File: src/rtl/uart_pkg.sv
// Shared types and constants for the UART receive path.
// Build option: define UART_RX_PARITY_EN to add the PARITY state (8E1 frames).
package uart_pkg;

  localparam int DEFAULT_WAIT = 868;
  localparam int DATA_W       = 8;

  typedef enum logic [2:0] {
    DISARMED = 3'd0,
    IDLE     = 3'd1,
    START    = 3'd2,
    DATA     = 3'd3,
    STOP     = 3'd4
`ifdef UART_RX_PARITY_EN
    ,
    PARITY   = 3'd5
`endif
  } rx_state_e;

  // Even parity: the parity bit that makes the total count of ones even.
  function automatic logic even_parity(input logic [DATA_W-1:0] d);
    return ^d;
  endfunction

endpackage

File: src/rtl/sync_fifo.sv
// Single-clock FIFO with a flop-based store; head entry is read straight from flops.
module sync_fifo #(
  parameter int WIDTH = 8,
  parameter int DEPTH = 16
) (
  input  logic                       clk,
  input  logic                       n_reset,
  input  logic                       push,
  input  logic                       pop,
  input  logic [WIDTH-1:0]           wr_data,
  output logic [WIDTH-1:0]           rd_data,
  output logic                       full,
  output logic                       empty,
  output logic [$clog2(DEPTH+1)-1:0] count
);

  localparam int AW = $clog2(DEPTH);
  localparam int CW = $clog2(DEPTH+1);

  logic [WIDTH-1:0] mem_q [DEPTH];
  logic [AW-1:0]    wr_ptr_q;
  logic [AW-1:0]    rd_ptr_q;
  logic [CW-1:0]    count_q;
  logic             do_push;
  logic             do_pop;

  // A pop frees a slot in the same cycle, so a push into a full FIFO is accepted then.
  assign do_pop  = pop && (count_q != '0);
  assign do_push = push && (!full || do_pop);

  always_ff @(posedge clk or negedge n_reset) begin
    if (!n_reset) begin
      wr_ptr_q <= '0;
      rd_ptr_q <= '0;
      count_q  <= '0;
      for (int i = 0; i < DEPTH; i++) mem_q[i] <= '0;
    end else begin
      if (do_push) begin
        mem_q[wr_ptr_q] <= wr_data;
        wr_ptr_q        <= wr_ptr_q + AW'(1);
      end
      if (do_pop) rd_ptr_q <= rd_ptr_q + AW'(1);
      case ({do_push, do_pop})
        2'b10:   count_q <= count_q + CW'(1);
        2'b01:   count_q <= count_q - CW'(1);
        default: count_q <= count_q;
      endcase
    end
  end

  assign rd_data = mem_q[rd_ptr_q];
  assign full    = (count_q == CW'(DEPTH));
  assign empty   = (count_q == '0);
  assign count   = count_q;

endmodule

File: src/rtl/uart_rx_fifo.sv
// UART receiver: centre-samples 8N1 frames and queues bytes behind a valid/ready port.
// Build option: define UART_RX_PARITY_EN for 8E1 frames with a live parity_err pulse.
// Handshake: a byte is popped on any rising clk edge where rx_valid && rx_ready;
// rx_data holds while rx_valid && !rx_ready.
module uart_rx_fifo
  import uart_pkg::*;
#(
  parameter int WAIT  = DEFAULT_WAIT,
  parameter int DEPTH = 16
) (
  input  logic              clk,
  input  logic              n_reset,
  input  logic              uart_rx,
  output logic [DATA_W-1:0] rx_data,
  output logic              rx_valid,
  input  logic              rx_ready,
  output logic              frame_err,
  output logic              overrun,
  output logic              parity_err,
  output rx_state_e         dbg_state
);

  localparam int CNT_W = $clog2(WAIT);
  localparam int FCW   = $clog2(DEPTH+1);
  localparam logic [CNT_W-1:0] HALF_M1 = CNT_W'(WAIT/2 - 1);
  localparam logic [CNT_W-1:0] FULL_M1 = CNT_W'(WAIT - 1);

  rx_state_e         state_q;
  logic [CNT_W-1:0]  cnt_q;
  logic [2:0]        bit_idx_q;
  logic [DATA_W-1:0] shift_q;
  logic              par_bad_q;
  logic              frame_err_q;
  logic              overrun_q;
  logic              bit_tick;
  logic              push;
  logic              pop_fire;
  logic              drop;
  logic              fifo_full;
  logic              fifo_empty;
  logic [FCW-1:0]    fifo_count;

  // The start bit is sampled half a period in; every later bit a full period after the last.
  assign bit_tick = (state_q == START) ? (cnt_q == HALF_M1) : (cnt_q == FULL_M1);
  assign push     = (state_q == STOP) && bit_tick && uart_rx && !par_bad_q;
  assign pop_fire = rx_ready && (fifo_count != '0);
  assign drop     = push && fifo_full && !pop_fire;

`ifdef UART_RX_PARITY_EN
  logic parity_err_q;
  assign parity_err = parity_err_q;
`else
  assign parity_err = 1'b0;
`endif

  always_ff @(posedge clk or negedge n_reset) begin
    if (!n_reset) begin
      state_q      <= DISARMED;
      cnt_q        <= '0;
      bit_idx_q    <= '0;
      shift_q      <= '0;
      par_bad_q    <= 1'b0;
      frame_err_q  <= 1'b0;
      overrun_q    <= 1'b0;
`ifdef UART_RX_PARITY_EN
      parity_err_q <= 1'b0;
`endif
    end else begin
      frame_err_q  <= 1'b0;
      overrun_q    <= drop;
`ifdef UART_RX_PARITY_EN
      parity_err_q <= 1'b0;
`endif
      case (state_q)
        DISARMED: if (uart_rx) state_q <= IDLE;
        IDLE: begin
          if (!uart_rx) begin
            state_q   <= START;
            cnt_q     <= '0;
            bit_idx_q <= '0;
            par_bad_q <= 1'b0;
          end
        end
        START: begin
          if (bit_tick) begin
            cnt_q   <= '0;
            state_q <= uart_rx ? IDLE : DATA;
          end else cnt_q <= cnt_q + CNT_W'(1);
        end
        DATA: begin
          if (bit_tick) begin
            cnt_q     <= '0;
            shift_q   <= {uart_rx, shift_q[DATA_W-1:1]};
            bit_idx_q <= bit_idx_q + 3'd1;
`ifdef UART_RX_PARITY_EN
            if (bit_idx_q == 3'd7) state_q <= PARITY;
`else
            if (bit_idx_q == 3'd7) state_q <= STOP;
`endif
          end else cnt_q <= cnt_q + CNT_W'(1);
        end
`ifdef UART_RX_PARITY_EN
        PARITY: begin
          if (bit_tick) begin
            cnt_q     <= '0;
            par_bad_q <= (uart_rx != even_parity(shift_q));
            state_q   <= STOP;
          end else cnt_q <= cnt_q + CNT_W'(1);
        end
`endif
        STOP: begin
          // Return to IDLE mid-stop so a start bit right after the stop bit is caught.
          if (bit_tick) begin
            cnt_q        <= '0;
            frame_err_q  <= !uart_rx;
`ifdef UART_RX_PARITY_EN
            parity_err_q <= par_bad_q;
`endif
            state_q      <= IDLE;
          end else cnt_q <= cnt_q + CNT_W'(1);
        end
        default: state_q <= DISARMED;
      endcase
    end
  end

  sync_fifo #(
    .WIDTH(DATA_W),
    .DEPTH(DEPTH)
  ) u_fifo (
    .clk    (clk),
    .n_reset(n_reset),
    .push   (push),
    .pop    (rx_ready),
    .wr_data(shift_q),
    .rd_data(rx_data),
    .full   (fifo_full),
    .empty  (fifo_empty),
    .count  (fifo_count)
  );

  assign rx_valid  = !fifo_empty;
  assign frame_err = frame_err_q;
  assign overrun   = overrun_q;
  assign dbg_state = state_q;

endmodule

File: config.mk
export PLATFORM = sky130hd
export DESIGN_NAME = uart_rx_fifo
export DESIGN_NICKNAME = d
export VERILOG_FILES = /design/src/rtl/uart_pkg.sv /design/src/rtl/sync_fifo.sv /design/src/rtl/uart_rx_fifo.sv
export SDC_FILE = /design/constraint.sdc
export NUM_CORES = 1
export LEC_CHECK = 0
export CAP_MARGIN = 20
export CORE_MARGIN = 2
export CORE_UTILIZATION = 55
export CTS_BUF_LIST = sky130_fd_sc_hd__clkbuf_8
export CTS_CLUSTER_DIAMETER = 200
export DETAILED_ROUTE_END_ITERATION = 12
export PLACE_DENSITY_LB_ADDON = 0.12
export SETUP_SLACK_MARGIN = 0.02
export SYNTH_ARGS = -nofsm -noshare
export SYNTH_HDL_FRONTEND = slang
export SYNTH_SLANG_ARGS = --single-unit
File: constraint.sdc
create_clock -name clk -period 3.96 [get_ports clk]
set_input_delay 0.396 -clock clk [delete_from_list [all_inputs] [get_ports clk]]
set_output_delay 0.396 -clock clk [all_outputs]
set_load 0.01 [all_outputs]
==> results_dict.tcl <==
set metrics [dict create \
    maxCapViolations 0 \
    period_share_pct 82.82 \
    status "finished clean" \
    criticalPathCategory "flip-flop to flip-flop" \
    synth_edf_count 0 \
    routed_via_density 5.984 \
    cp_max_fo 10 \
    rsz0062_at_grt "no" \
    synth_top_area_share_pct 51.65 \
    syn_inst 546 \
    core-area_um2 14480 \
    worstMarginPinSlew_ns 0.8692 \
    avgRoutedWirePerCell_um 20.80 \
    grt_max_degree 114 \
    io_pins 19 \
    die_y_um 125.3 \
    numPortBuffers 17 \
    place_congestion 0.7919 \
    hold_viol 0 \
    synth.area.top_cells "dfrtp_1 52%, mux2_2 18%, mux4_2 11%" \
    antenna-diode-count 0 \
    vias 4518 \
    hpwl_mm 10.35 \
    seq_area_frac_synth_pct 51.65 \
    finalMaxSlewViolations 0 \
    power_density_nw_per_um2 432.3 \
    leakage_nw 4.067 \
    total_power_w 0.003858 \
    synth.distinct_cells 48 \
    synthAdderAreaFrac_pct 1.856 \
    worstSkewPairLatency_ns 0.45 \
    clock-sinks 167 \
    synthArstFlopShare_pct 100.0 \
    die-area_um2 15700 \
    hp-class "input pin to async pin" \
    drt_iter0_markers 226 \
    ys.flop_type "dfrtp_1" \
    fin_setup_tns_ns 0 \
    ys_ff_latch 167 \
    synth_nets 562 \
    drc 0 \
    overflow 0 \
    drt.antenna.violating_nets 0 \
    nets 574 \
    synthXorXnorAreaFrac_pct 1.948 \
    syn_avg_cell_area_um2 14.82 \
    synth.mux.area_fraction_pct 30.85 \
    cts_root_buffer "clkbuf_8" \
    synth_commonest_cells "167 x dfrtp_1, 131 x mux2_2, 40 x mux4_2" \
    cts.repair.resized 0 \
    cts.clk_slew.worst_paths_ns 0.08 \
    startpoint_type "flip-flop" \
    track_usage_pct 21.33 \
    max_slew_margin_pct 41.62 \
    grt_pass1_wl_mm 25.78 \
    synth_compound_area_share_pct 2.335 \
    initial_core_util_pct 55.88 \
    synth_most_common_cell "dfrtp_1" \
    grt_pass1_vias 4701 \
    synth_top_family_by_area "multiplexers" \
    dr.pass1.iters 4 \
    cts_buffers 17 \
    cp-end-kind "flip-flop" \
    setup_viol 0 \
    clock_path_buffers 2 \
    yosysTopAreaCell "dfrtp_1" \
    final_layout_size_suffix_gt1_share_pct 40.46 \
    cp.required_ns 4.34 \
    ys_warn_count 0 \
    rows 44 \
    syn2layout_area_growth_pct 10.28 \
    ir_drop_uv 277.1 \
    fin_crit_ns 3.280 \
    antenna_found_initial 0 \
    htreeDepth 4 \
    netlist_area_um2 8092 \
    yosys.area_share.simple_pct 8.891 \
    arrival_ns 3.66 \
    fmax_mhz 304.9 \
    wirelength_mm 15.71 \
    finalClockSkew_ns 0.008860 \
    dieWidth_um 125.3 \
    cts_tree "done" \
]
## critical path, stage by stage, from the launching register on
cell,delay [ns]
dfrtp_1,0.52
nor3b_2,0.55
o211ai_1,0.25
or3_1,0.45
ha_1,0.29
xor2_1,0.17
ha_1,0.22
inv_1,0.05
o21ai_0,0.07
a211o_1,0.30
a31oi_1,0.19
xor2_1,0.16
## report_power, final
part,leakage [nW],switching (W),internal (W)
Sequential,2.28,0.000102,0.00175
Combinational,1.55,0.000321,0.000294
Clock,0.231,0.000604,0.000781
## metal layers
metal | vias to the layer above | track usage, % | part of all wire, %
met3 | 16 | 4.664 | 2.2
met5 | - | 0 | 0
met2 | 41 | 34.08 | 50
met4 | 0 | 5.752 | 1.2
li1 | 2055 | - | -
met1 | 2406 | 30.11 | 47
## final timing paths
kind | start | to | slack [ns] | cells after the start
min in group clk | u_fifo.count[4] | u_fifo.count[4] | 0.49 | 1
setup / recovery | dbg_state[2] | u_fifo.count[4] | 0.68 | 11
hold / removal | n_reset | cnt_q[1] | 0.44 | 2
max in group asynchronous | n_reset | u_fifo.mem_q[3] | 2.43 | 4
hold reg to reg | u_fifo.count[4] | u_fifo.count[4] | 0.49 | 1
setup reg to reg | dbg_state[2] | u_fifo.count[4] | 0.68 | 11
## cell families after synthesis
group,after synthesis
other,1
AOI/OAI and AO/OA,28
xor gates and xnor gates,18
buffers and inverters,45
DFF,167
and+or+nand+nor,93
muxes,182
adders and majority gates,12
## flip-flops by register name, summed over array words and instances, names as in the netlist
signal           flops
cnt_q               10
frame_err            1
bit_idx_q            3
shift_q              8
u_fifo.rd_ptr_q      4
u_fifo.mem_q       128
u_fifo.count         5
dbg_state            3
overrun              1
u_fifo.wr_ptr_q      4
## per-stage QoR
stage / cells / hold WS (ns) / util [%] / cell area [um^2] / setup slack [ns]
5_1_grt: 755 / 0.4607 / 61.63 / 8924 / 0.4912
3_3_place_gp: 721 / 0.4632 / 58.17 / 8422 / 0.8719
4_1_cts: 753 / 0.1181 / 61.37 / 8886 / 0.6545
2_1_floorplan: 546 / 0.1004 / - / 8092 / 0.5465
3_5_place_dp: 721 / 0.4747 / 58.17 / 8422 / 0.7099
6_report: 755 / 0.4422 / 61.63 / 8924 / 0.6804
## repair_timing
| action | in CTS | in global routing |
|---|---|---|
| hold endpoints to repair | 0 | 49 |
| setup buffers | 0 | 0 |
| hold buffers | 0 | 1 |
## final cells by class
type	instances	area, um^2
Timing Repair Buffer	27	281.5
Clock inverter	13	202.7
Inverter	11	41.29
Tap cell	184	230.2
Fill cell	1096	5555
Multi-Input combinational cell	334	3726
Sequential cell	167	4180
Clock buffer	19	261.5
## cells in the final DEF (no fill, tap or decap), drive strengths merged, types with 4 or more instances in the layout
cell type and instances:
xor2 12, clkdlybuf4s50 16, dfrtp 167, nand3 5
nand2 19, nor2 12, ha 12, nor3 11
mux2 139, o21ai 8, o211ai 4, nor4 14
bufinv 5, nor3b 4, mux4 40, clkbuf 19
nand2b 4, or4 4, a31oi 4, xnor2 6
inv 14, buf 10
Power figures use the tool's default switching activity.
